<file path="config.mk">
export PLATFORM = sky130hd
export DESIGN_NAME = wave_voice_sched_flat
export DESIGN_NICKNAME = d
export VERILOG_FILES = /design/src/rtl/wave_voice_sched_if.sv /design/src/rtl/wave_voice_sched.sv /design/src/flat_wrapper.sv
export SDC_FILE = /design/constraint.sdc
export NUM_CORES = 1
export LEC_CHECK = 0
export BUFFER_PORTS_ARGS = -buffer_cell sky130_fd_sc_hd__buf_2
export CAP_MARGIN = 5
export CORE_ASPECT_RATIO = 0.75
export CORE_MARGIN = 2
export CORE_UTILIZATION = 62
export DETAILED_ROUTE_END_ITERATION = 6
export PLACE_DENSITY = 0.81
export SLEW_MARGIN = 10
export SYNTH_ARGS = -nofsm -noshare
export SYNTH_HDL_FRONTEND = slang
export SYNTH_SLANG_ARGS = --single-unit
</file>
<file path="constraint.sdc">
create_clock -name clk -period 8.66 [get_ports clk]
set_input_delay 0.866 -clock clk [delete_from_list [all_inputs] [get_ports clk]]
set_output_delay 0.866 -clock clk [all_outputs]
set_load 0.005 [all_outputs]
</file>
<file path="src/rtl/wave_voice_sched_if.sv">
// Host-side bus for wave_voice_sched: sample strobe, voice config writes,
// shared sine lookup port and the mixed-sample output.
interface wave_voice_sched_if #(
   parameter int PHASE_W = 16
);
   logic                sample_en;
   logic                cfg_we;
   logic [3:0]          cfg_voice;
   logic [PHASE_W-1:0]  cfg_freq;
   logic [3:0]          cfg_vol;
   logic                cfg_en;
   logic                cfg_prst;
   logic [5:0]          lut_ramp;
   logic signed [15:0]  lut_data;
   logic signed [15:0]  mix_o;
   logic                mix_valid;
   logic                busy;
   logic                overrun;

   modport master (
      output sample_en, cfg_we, cfg_voice, cfg_freq, cfg_vol, cfg_en, cfg_prst, lut_data,
      input  lut_ramp, mix_o, mix_valid, busy, overrun
   );

   modport slave (
      input  sample_en, cfg_we, cfg_voice, cfg_freq, cfg_vol, cfg_en, cfg_prst, lut_data,
      output lut_ramp, mix_o, mix_valid, busy, overrun
   );
endinterface

</file>
<file path="src/rtl/wave_voice_sched.sv">
// Tone-voice mixer: scans VOICES phase accumulators through one shared sine
// lookup per sample strobe, scales by volume and emits a saturated sum.
module wave_voice_sched #(
   parameter int VOICES  = 4,
   parameter int PHASE_W = 16
) (
   input logic                clk,
   input logic                reset,
   wave_voice_sched_if.slave  bus
);
   localparam int VW = (VOICES > 1) ? $clog2(VOICES) : 1;

   typedef enum logic [1:0] {IDLE, SCAN, DONE} state_t;

   state_t                          state_q, state_d;
   logic [VW-1:0]                   v_q, v_d;
   logic [VOICES-1:0][PHASE_W-1:0]  phase_q, phase_d;
   logic [VOICES-1:0][PHASE_W-1:0]  freq_q, freq_d;
   logic [VOICES-1:0][3:0]          vol_q, vol_d;
   logic [VOICES-1:0]               en_q, en_d;
   logic signed [23:0]              acc_q, acc_d;
   logic signed [15:0]              mix_q, mix_d;
   logic                            mix_valid_q, mix_valid_d;
   logic                            busy_q, busy_d;
   logic [5:0]                      ramp_q, ramp_d;

   logic signed [20:0]              ld_ext, vol_ext, prod;
   logic signed [23:0]              term;

   function automatic logic signed [15:0] sat16(input logic signed [23:0] a);
      if (a > 24'sd32767)       return 16'sh7fff;
      else if (a < -24'sd32768) return 16'sh8000;
      else                      return a[15:0];
   endfunction

   always_comb begin
      ld_ext  = {{5{bus.lut_data[15]}}, bus.lut_data};
      vol_ext = {17'd0, vol_q[v_q]};
      prod    = ld_ext * vol_ext;
      // floor(prod / 16), sign-extended to accumulator width
      term    = {{7{prod[20]}}, prod[20:4]};

      state_d     = state_q;
      v_d         = v_q;
      acc_d       = acc_q;
      mix_d       = mix_q;
      mix_valid_d = 1'b0;
      phase_d     = phase_q;
      freq_d      = freq_q;
      vol_d       = vol_q;
      en_d        = en_q;

      case (state_q)
         IDLE: begin
            if (bus.sample_en) begin
               state_d = SCAN;
               v_d     = '0;
               acc_d   = '0;
            end
         end
         SCAN: begin
            if (en_q[v_q]) begin
               acc_d       = acc_q + term;
               phase_d[v_q] = phase_q[v_q] + freq_q[v_q];
            end
            if (v_q == VW'(VOICES - 1)) begin
               state_d     = DONE;
               mix_d       = sat16(acc_d);
               mix_valid_d = 1'b1;
            end else begin
               v_d = v_q + 1'b1;
            end
         end
         DONE:    state_d = IDLE;
         default: state_d = IDLE;
      endcase

      // Config lands after the scan update so a same-cycle prst wins over the advance.
      for (int i = 0; i < VOICES; i++) begin
         if (bus.cfg_we && bus.cfg_voice == 4'(i)) begin
            freq_d[i] = bus.cfg_freq;
            vol_d[i]  = bus.cfg_vol;
            en_d[i]   = bus.cfg_en;
            if (bus.cfg_prst) phase_d[i] = '0;
         end
      end

      busy_d = (state_d != IDLE);
      ramp_d = (state_d == SCAN) ? phase_d[v_d][PHASE_W-1 -: 6] : 6'd0;
   end

   always_ff @(posedge clk or posedge reset) begin
      if (reset) begin
         state_q     <= IDLE;
         v_q         <= '0;
         phase_q     <= '0;
         freq_q      <= '0;
         vol_q       <= '0;
         en_q        <= '0;
         acc_q       <= '0;
         mix_q       <= '0;
         mix_valid_q <= 1'b0;
         busy_q      <= 1'b0;
         ramp_q      <= '0;
      end else begin
         state_q     <= state_d;
         v_q         <= v_d;
         phase_q     <= phase_d;
         freq_q      <= freq_d;
         vol_q       <= vol_d;
         en_q        <= en_d;
         acc_q       <= acc_d;
         mix_q       <= mix_d;
         mix_valid_q <= mix_valid_d;
         busy_q      <= busy_d;
         ramp_q      <= ramp_d;
      end
   end

   assign bus.lut_ramp  = ramp_q;
   assign bus.mix_o     = mix_q;
   assign bus.mix_valid = mix_valid_q;
   assign bus.busy      = busy_q;
   // overrun must flag the offending strobe in its own cycle, so it stays combinational
   assign bus.overrun   = bus.sample_en & busy_q;
endmodule
</file>
<file path="src/flat_wrapper.sv">
// flat-port wrapper written by rule: the top's interface ports become plain ports
module wave_voice_sched_flat 
#(
   parameter int VOICES  = 4,
   parameter int PHASE_W = 16
)
  (clk, reset, bus_sample_en, bus_cfg_we, bus_cfg_voice, bus_cfg_freq, bus_cfg_vol, bus_cfg_en, bus_cfg_prst, bus_lut_data, bus_lut_ramp, bus_mix_o, bus_mix_valid, bus_busy, bus_overrun);
  wave_voice_sched_if #(.PHASE_W(PHASE_W)) bus_i ();
  input logic clk;
  input logic reset;
  input wire logic [$bits(bus_i.sample_en)-1:0] bus_sample_en;
  input wire logic [$bits(bus_i.cfg_we)-1:0] bus_cfg_we;
  input wire logic [$bits(bus_i.cfg_voice)-1:0] bus_cfg_voice;
  input wire logic [$bits(bus_i.cfg_freq)-1:0] bus_cfg_freq;
  input wire logic [$bits(bus_i.cfg_vol)-1:0] bus_cfg_vol;
  input wire logic [$bits(bus_i.cfg_en)-1:0] bus_cfg_en;
  input wire logic [$bits(bus_i.cfg_prst)-1:0] bus_cfg_prst;
  input wire logic [$bits(bus_i.lut_data)-1:0] bus_lut_data;
  output wire logic [$bits(bus_i.lut_ramp)-1:0] bus_lut_ramp;
  output wire logic [$bits(bus_i.mix_o)-1:0] bus_mix_o;
  output wire logic [$bits(bus_i.mix_valid)-1:0] bus_mix_valid;
  output wire logic [$bits(bus_i.busy)-1:0] bus_busy;
  output wire logic [$bits(bus_i.overrun)-1:0] bus_overrun;
  assign bus_i.sample_en = bus_sample_en;
  assign bus_i.cfg_we = bus_cfg_we;
  assign bus_i.cfg_voice = bus_cfg_voice;
  assign bus_i.cfg_freq = bus_cfg_freq;
  assign bus_i.cfg_vol = bus_cfg_vol;
  assign bus_i.cfg_en = bus_cfg_en;
  assign bus_i.cfg_prst = bus_cfg_prst;
  assign bus_i.lut_data = bus_lut_data;
  assign bus_lut_ramp = bus_i.lut_ramp;
  assign bus_mix_o = bus_i.mix_o;
  assign bus_mix_valid = bus_i.mix_valid;
  assign bus_busy = bus_i.busy;
  assign bus_overrun = bus_i.overrun;
  wave_voice_sched #(.VOICES(VOICES), .PHASE_W(PHASE_W)) u_core (.clk(clk), .reset(reset), .bus(bus_i));
endmodule
</file>
==> flow_summary.yaml, run 1 <==
place:
  portBuffers: 70
  dpl.hpwl_mm: 21.85
  place.gp.congestion: 0.9024
  place_area_mm2: 0.01380
yosys:
  syn-num-nets: 1456
  muxShareOfSynthArea_pct: 14.47
  synthAdderAreaFrac_pct: 12.79
  ys_types: 67
  synth-seq-cells: 200
  synth_top_area_share_pct: 38.07
  netlist.top_cell.by_area: "dfrtp_1"
  synthSimpleGateAreaFrac_pct: 14.20
  ys_warn_count: 0
  async_flop_share_pct: 100.0
  netlist_area_mm2: 0.01315
  avgSynthCellArea_um2: 10.14
  ys_seq_area_share_pct: 38.07
  synth_edf_count: 0
  synthXorXnorAreaFrac_pct: 2.979
  synth.most_common_cell: "dfrtp_1"
  synth-compound-area-share_pct: 13.25
  netlist_top_cells_count: "200 x dfrtp_1, 162 x nand2_1, 107 x a21oi_1"
  synth_top_family_by_area: "multiplexers"
  synth_area_leaders: "dfrtp_1 38%, ha_1 7.6%, mux2_2 7.2%"
  synth_ff_type: "dfrtp_1"
  syn_inst: 1296
die:
  die_area_mm2: 0.02240
  die_h_um: 130.1
  io_pins: 71
  initial_core_util_pct: 62.76
  row_count: 46
  core-area_mm2: 0.02095
  die_w_um: 172.2
setup_path:
  crit_family: "compound AO/OA/AOI/OAI gates"
  cp_max_fo: 16
  cp.buffers_inverters: 2
  cpMostUsedCell: "o21a_1"
  end_kind: "flop"
  required_ns: 8.97
  crit_slowest_cell: "mux4_2"
  critPathLaunchType: "flop"
  worst-setup-path-type: "flop to flop"
  slowest_delay_ns: 0.72
  critPathArrivalTime_ns: 8.50
timing:
  worstMarginPinSlew_ns: 1.019
  finalCritPeriodShare_pct: 94.64
  report.final.slew_viol_count: 0
  clock.fmax_mhz: 122.0
  finalSetupTns_ns: 0
  rsz0062_at_grt: "false"
  final.setup_skew_ns: 0.008714
  fin_crit_ns: 8.196
  hold_viol: 0
  finalSetupViolCount: 0
  relSlewSlack_pct: 31.90
routing:
  num_vias: 10120
  wl_mm: 31.21
  drt-wirelength-per-cell_um: 18.93
  dr.pass1.iters: 5
  drt_iter0_drc: 892
  antenna_left: 0
  drc: 0
  vias_per_cell: 6.135
global_route:
  antenna_found_initial: 2
  grt_max_degree: 144
  grt_pass1_vias: 10050
  grt.overflow.total: 0
  grt_pass1_wl_mm: 50.87
  met2_usage_pct: 45.41
  grt_busiest_layer: "met2"
  use_met3_pct: 6.855
  grt.total_usage_pct: 29.30
  use_met1_pct: 41.16
clock_tree:
  clockBufferDepth: 2
  h-tree-depth: 4
  numCtsBuffers: 17
  insertion_delay_ns: 0.45
  cts.sinks: 200
  clk_pin_slew_ns: 0.08
  cts_tree: "built"
  cts_root_buffer: "clkbuf_16"
cells_and_area:
  nets: 1508
  final_area_mm2: 0.01440
  drive_above_1_share_pct: 20.88
  syn2layout_area_growth_pct: 9.535
min_path:
  hold_class: "flop to flop"
job:
  drv_cap: 0
run_status:
  status: "finished, final reports clean"
metrics by stage:
step	hold WS [ns]	std cells	setup slack, ns	utilization (%)
after floorplan	0.4654	1296	1.007	-
final	0.5034	1649	0.4644	68.74
after CTS	0.5029	1648	0.3274	68.66
after global placement	0.4813	1617	0.5999	65.89
after global routing	0.5123	1649	0.06781	68.74
after detailed placement	0.4864	1617	0.3694	65.89
flip-flops by register name (all words and copies together) (netlist names):
| register | flops |
|---|---|
| u_core.acc_q | 24 |
| u_core.bus.busy | 1 |
| u_core.bus.lut_ramp | 6 |
| u_core.bus.mix_o | 16 |
| u_core.bus.mix_valid | 1 |
| u_core.en_q | 4 |
| u_core.freq_q | 64 |
| u_core.phase_q | 64 |
| u_core.state_q | 2 |
| u_core.v_q | 2 |
| u_core.vol_q | 16 |
final timing paths:
| kind | slack, ns | start | end | cells after the start |
|---|---|---|---|---|
| hold reg to reg | 0.50 | u_core.freq_q[16] | u_core.freq_q[16] | 1 |
| hold / removal | 0.50 | u_core.freq_q[16] | u_core.freq_q[16] | 1 |
| min in group asynchronous | 0.63 | reset | u_core.acc_q[22] | 2 |
| setup reg to reg | 0.46 | u_core.v_q[0] | u_core.bus.mix_o[11] | 29 |
| setup / recovery | 0.46 | u_core.v_q[0] | u_core.bus.mix_o[11] | 29 |
| max in group asynchronous | 6.67 | reset | u_core.v_q[1] | 3 |
placed cells by master (no fill, tap or decap), drive strengths merged, types with 14 or more instances in the layout:
cell type / n
a211oi: 14
a21oi: 108
and2: 55
buf: 88
clkbuf: 17
dfrtp: 200
fa: 34
ha: 80
inv: 95
mux2: 84
mux4: 37
nand2: 162
nand3: 16
nor2: 85
nor3: 22
o21a: 17
o21ai: 44
o22ai: 16
xnor2: 30
final cells by class:
type | instances | area (um^2)
Multi-Input combinational cell | 953 | 7626
Clock buffer | 17 | 425.4
Clock inverter | 14 | 156.4
Sequential cell | 200 | 5007
Timing Repair Buffer | 88 | 485.5
Inverter | 88 | 337.8
Antenna cell | 1 | 2.502
Tap cell | 288 | 360.3
Fill cell | 1627 | 6549
routing by layer:
| metal | share of wire [%] | up-vias |
|---|---|---|
| met5 | 0.058 | - |
| met4 | 2.3 | 2 |
| met3 | 7.4 | 78 |
| met2 | 46 | 375 |
| met1 | 44 | 5011 |
| li1 | - | 4650 |
worst reg2reg max path: cells and delay by family, from the launching register on:
kind	cells	cell delay (ns)
xor gates and xnor gates	1	0.15
and+or+nand+nor	6	1.32
adders and majority gates	5	1.96
buffers and inverters	2	0.10
AOI/OAI and AO/OA	14	3.20
muxes	1	0.72
DFF	1	0.60
cell families after synthesis:
kind of cell / Yosys count
adders and majority gates: 114
xor gates and xnor gates: 43
and+or+nand+nor: 400
buffers and inverters: 143
AOI/OAI and AO/OA: 264
DFF: 200
muxes: 132
what timing repair did:
item	4_1_cts	5_1_grt
hold buffers	0	0
buffers inserted	0	0
setup endpoints to repair	0	15
endpoints found under the hold margin	0	0
gates resized for setup	0	2
Power of run 1 is not shown: default switching activity piles up to over one toggle a cycle in this logic, so the estimate is an artifact.
==> run 2, diff against run 1 <==
--- a/config.mk
+++ b/config.mk
@@ -5,7 +5,7 @@
 export SDC_FILE = /design/constraint.sdc
 export NUM_CORES = 1
 export LEC_CHECK = 0
-export BUFFER_PORTS_ARGS = -buffer_cell sky130_fd_sc_hd__buf_2
+export BUFFER_PORTS_ARGS = -buffer_cell sky130_fd_sc_hd__buf_4
 export CAP_MARGIN = 5
 export CORE_ASPECT_RATIO = 0.75
 export CORE_MARGIN = 2
==> constraint.sdc (replaced) <==
create_clock -name clk -period 7.6 [get_ports clk]
set_input_delay 0.76 -clock clk [delete_from_list [all_inputs] [get_ports clk]]
set_output_delay 0.76 -clock clk [all_outputs]
set_load 0.005 [all_outputs]
==> run 2 against run 1 <==
Via count grew 1.2%; utilization grew 2.7 points; sequential share of layout area shrank 1.3 points; routed wire length is 2.3% higher; register-to-register slack worse by 0.38 ns; clock skew is 0.0046 ns higher; cell count rose by 1.1%; global-route usage down 0.60 points; worst setup slack got worse by 0.38 ns; die area stayed put; critical path depth increased by 2; highest routed layer is now met4.
==> flow_summary.yaml, run 2 (synthesized netlist as in run 1, its figures left out) <==
run_status:
  status: "finished, final reports clean"
global_route:
  grt_pass1_vias: 9870
  antenna_found_initial: 1
  grt.total_usage_pct: 28.70
  grt.overflow.total: 0
  grt_max_degree: 131
  grt_pass1_wl_mm: 50.17
routing:
  antenna_left: 0
  num_vias: 10240
  wl_mm: 31.92
  vias_per_cell: 6.140
  drt-wirelength-per-cell_um: 19.15
  drt_iter0_drc: 870
  dr.pass1.iters: 7
  drc: 0
place:
  dpl.hpwl_mm: 21.33
  portBuffers: 70
  post-place-cells: 1622
  place.gp.congestion: 0.9182
timing:
  finalCritPeriodShare_pct: 98.91
  hold_viol: 0
  worstMarginPinSlew_ns: 1.020
  clock.fmax_mhz: 133.0
  fin_crit_ns: 7.517
  report.final.slew_viol_count: 0
  relSlewSlack_pct: 31.90
  finalSetupViolCount: 0
  final.setup_skew_ns: 0.01334
cells_and_area:
  drive_above_1_share_pct: 23.86
  syn2layout_area_growth_pct: 13.88
  fillCellCount: 1525
  finalNonFillerCells: 1667
  reg.largest.list: "u_core.freq_q: 64 flops, u_core.phase_q: 64 flops, u_core.acc_q: 24 flops"
  nets: 1526
  final_cell_mix: "198 x dfrtp_1, 161 x nand2_1, 104 x a21oi_1"
  diodes: 0
  final_common_cell: "dfrtp_1"
setup_path:
  cpMostUsedCell: "o21a_1"
  reg2reg_depth: 31
  cp_max_fo: 7
  r2r_slack_ns: 0.08
  critPathLaunchType: "flop"
  slowest_delay_ns: 0.57
  worst-setup-path-type: "flop to flop"
  end_kind: "flop"
  crit_slowest_cell: "mux4_2"
  reg2reg_to: "u_core.bus.mix_o[14]"
  required_ns: 7.93
  r2r_start: "u_core.v_q[0]"
  critPathArrivalTime_ns: 7.85
die:
  row_count: 46
  initial_core_util_pct: 62.76
  die_area_mm2: 0.02240
  die_w_um: 172.2
  die_h_um: 130.1
  core-area_mm2: 0.02095
  io_pins: 71
clock_tree:
  cts-hold-fix-buffers: 0
  cts_root_buffer: "clkbuf_16"
  clockBufferDepth: 2
  clk_pin_slew_ns: 0.08
  h-tree-depth: 4
  cts.sinks: 200
  cts_tree: "built"
  numCtsBuffers: 17
  insertion_delay_ns: 0.46
job:
  drv_cap: 0
min_path:
  hold_class: "primary input to asynchronous set/reset pin"
==> run 2: cell types whose count changed in the layout (fill, tap and decap cells not counted), moves of 5 or more <==
| cell | before | now |
|---|---|---|
| ha_1 | 80 | 74 |
| buf_2 | 70 | 0 |
| o21ai_1 | 0 | 6 |
| buf_4 | 18 | 102 |
| ha_4 | 0 | 5 |
| o21ai_0 | 41 | 34 |
==> run 2: area by class of cell <==
cell class                 instances  area (um^2)  area share, %
multi-input combinational        953         7801          52.10
clock inverter                    15        207.7          1.387
timing repair buffer             106        833.3          5.565
inverter                          88        337.8          2.256
clock buffer                      17        425.4          2.841
tap                              288        360.3          2.407
sequential                       200         5007          33.44
==> run 2: critical path, delay by kind of cell (launching register included) <==
family,cells,cell delay (ns)
adders and majority gates,5,1.68
muxes,1,0.57
and+or+nand+nor,6,1.25
buffers and inverters,4,0.51
AOI/OAI and AO/OA,14,2.79
xor gates and xnor gates,1,0.17
DFF,1,0.41
==> run 2: timing repair <==
| item | 4_1_cts | 5_1_grt |
|---|---|---|
| cloned | 0 | 1 |
| resized for setup | 1 | 40 |
| setup buffers | 0 | 12 |
| endpoints found under the setup margin | 5 | 15 |
| pin swaps | 0 | 21 |
==> run 2: worst max path at each step <==
stage	start	end	slack (ns)	cells after the start
2_1_floorplan	u_core.v_q[1]	u_core.bus.mix_o[0]	0.02	33
6_report	u_core.v_q[0]	u_core.bus.mix_o[14]	0.08	31
3_5_place_dp	u_core.v_q[0]	u_core.bus.mix_o[11]	0.03	30
4_1_cts	u_core.v_q[0]	u_core.bus.mix_o[11]	0.06	29
5_1_grt	u_core.v_q[0]	u_core.bus.mix_o[0]	-0.12	31
3_3_place_gp	u_core.v_q[0]	u_core.bus.mix_o[12]	0.24	30
==> run 2: metal layers <==
layer | GRT usage (%) | share of wire (%) | vias to the layer above
met3 | 5.126 | 6.9 | 65
met2 | 45.64 | 47 | 447
met4 | 8.206 | 1.9 | 0
met1 | 41.09 | 44 | 5044
li1 | - | - | 4679
met5 | 0 | 0 | -
==> run 2: through the flow <==
step	setup TNS, ns	util [%]	cell area [um^2]	hold WS [ns]	setup slack, ns
floorplan	0	-	13150	0.4654	0.01887
global placement	0	66.96	14030	0.4744	0.2366
detailed placement	0	66.96	14030	0.4899	0.03459
CTS	0	70.01	14670	0.5067	0.06302
global route	-1.561	71.47	14970	0.5176	-0.1206
finish	0	71.47	14970	0.4665	0.08307
Power of run 2 is left out for the same reason.
==> run 3, diff against run 2 <==
--- a/config.mk
+++ b/config.mk
@@ -5,7 +5,7 @@
 export SDC_FILE = /design/constraint.sdc
 export NUM_CORES = 1
 export LEC_CHECK = 0
-export BUFFER_PORTS_ARGS = -buffer_cell sky130_fd_sc_hd__buf_4
+export BUFFER_PORTS_ARGS = -buffer_cell sky130_fd_sc_hd__buf_2
 export CAP_MARGIN = 5
 export CORE_ASPECT_RATIO = 0.75
 export CORE_MARGIN = 2
==> run 3 against run 2 <==
Global-route usage fell by 0.16 points; critical path depth fell by 1; largest cell class unchanged; die area did not move.
==> flow_summary.yaml, run 3 (synthesized netlist as in run 1, its figures left out) <==
job:
  drv_cap: 0
timing:
  final.setup_skew_ns: 0.009005
  hold_slack_ns: 0.4839
  timing.final.ws_setup_ns: 0.06499
  relSlewSlack_pct: 20.80
  fin_crit_ns: 7.535
  worstMarginPinSlew_ns: 1.179
  finalCritPeriodShare_pct: 99.14
  finalSetupViolCount: 0
  clock.fmax_mhz: 132.7
  report.final.slew_viol_count: 0
  hold_viol: 0
  finalSetupTns_ns: 0
die:
  io_pins: 71
  core-area_mm2: 0.02095
  row_count: 46
  die_w_um: 172.2
  initial_core_util_pct: 62.76
  die_area_mm2: 0.02240
  die_h_um: 130.1
clock_tree:
  clockBufferDepth: 2
  insertion_delay_ns: 0.44
  numCtsBuffers: 17
  clk_pin_slew_ns: 0.08
  cts-hold-fix-buffers: 0
  cts.sinks: 200
  h-tree-depth: 4
  cts_root_buffer: "clkbuf_16"
  cts_tree: "built"
routing:
  drt_iter0_drc: 995
  dr.pass1.iters: 6
  drt-wirelength-per-cell_um: 19.12
  num_vias: 10310
  drc: 0
  antenna_left: 0
  vias_per_cell: 6.187
  wl_mm: 31.88
setup_path:
  crit_cells: 30
  slowest_delay_ns: 0.61
  reg2reg_depth: 30
  cp.buffers_inverters: 3
  cp_max_fo: 7
  crit_slowest_cell: "mux4_2"
  critPathArrivalTime_ns: 7.86
  worst-setup-path-type: "flop to flop"
  cpMostUsedCell: "o21a_1"
  required_ns: 7.92
  end_kind: "flop"
  crit_start: "u_core.v_q[0]"
  r2r_start: "u_core.v_q[0]"
  critPathLaunchType: "flop"
  crit_family: "compound AO/OA/AOI/OAI gates"
global_route:
  grt_max_degree: 131
  grt_pass1_vias: 9676
  antenna_found_initial: 1
  grt_pass1_wl_mm: 49.78
  grt.overflow.total: 0
  grt.total_usage_pct: 28.54
cells_and_area:
  reg.largest.list: "u_core.freq_q: 64 flops, u_core.phase_q: 64 flops, u_core.acc_q: 24 flops"
  drive_above_1_share_pct: 23.51
  finalNonFillerCells: 1667
  final_common_cell: "dfrtp_1"
  nets: 1525
  final_cell_mix: "198 x dfrtp_1, 162 x nand2_1, 106 x a21oi_1"
  syn2layout_area_growth_pct: 12.49
  fillCellCount: 1538
run_status:
  status: "finished, final reports clean"
place:
  post-place-cells: 1623
  dpl.hpwl_mm: 21.16
  place.gp.congestion: 0.9187
  dp_slack_ns: 0.1184
  portBuffers: 70
min_path:
  holdPathStages: 2
  hold_class: "flop to flop"
  hold_start: "u_core.bus.mix_o[15]"
run 3: cell count changes in the layout (fill, tap and decap cells not counted), moves of 3 or more:
| cell | before | now |
|---|---|---|
| buf_2 | 0 | 71 |
| inv_2 | 0 | 3 |
| buf_4 | 102 | 29 |
| inv_1 | 86 | 83 |
run 3: area by class of cell:
class | instances | area, um^2 | share of cell area (%)
repair buffers | 105 | 651.9 | 4.408
clock inverters | 14 | 230.2 | 1.557
flip-flops and latches | 200 | 5007 | 33.86
clock buffers | 18 | 429.2 | 2.902
inverters | 88 | 337.8 | 2.284
well taps | 288 | 360.3 | 2.437
diodes | 1 | 2.502 | 0.01692
multi-input cells | 953 | 7770 | 52.54
run 3: path summary, 6_finish.rpt:
path / end / slack [ns]
max reg2reg: u_core.bus.mix_o[14] / 0.06
max: u_core.bus.mix_o[14] / 0.06
max in group asynchronous: u_core.phase_q[22] / 5.65
min: u_core.bus.mix_o[15] / 0.48
min in group asynchronous: u_core.bus.mix_valid / 0.50
min reg2reg: u_core.bus.mix_o[15] / 0.48
run 3: timing repair:
item	CTS	global route
resized for setup	0	38
endpoints found under the setup margin	0	15
setup buffers	0	9
run 3: tightest hold or removal path: cells and delay by family (launching register included):
family          cells  cell delay, ns
compound gates      1            0.06
flops               1            0.35
simple gates        1            0.04
run 3: per-layer routing:
metal  vias up  part of all wire (%)  routed length, um  global-route usage, %
met4         0                   2.5                784                  9.787
met3        71                   7.0               2235                  4.034
met2       454                    47              14860                  44.32
met1      5105                    44              14000                  41.81
li1       4683                     -                  -                      -
met5         -                     0                  0                      0
run 3: through the flow:
step	utilization, %	cell area, um^2
final	70.59	14790
after CTS	69.30	14520
after global placement	66.15	13860
after floorplan	-	13150
after global routing	70.59	14790
after detailed placement	66.15	13860
Power of run 3 is left out for the same reason.
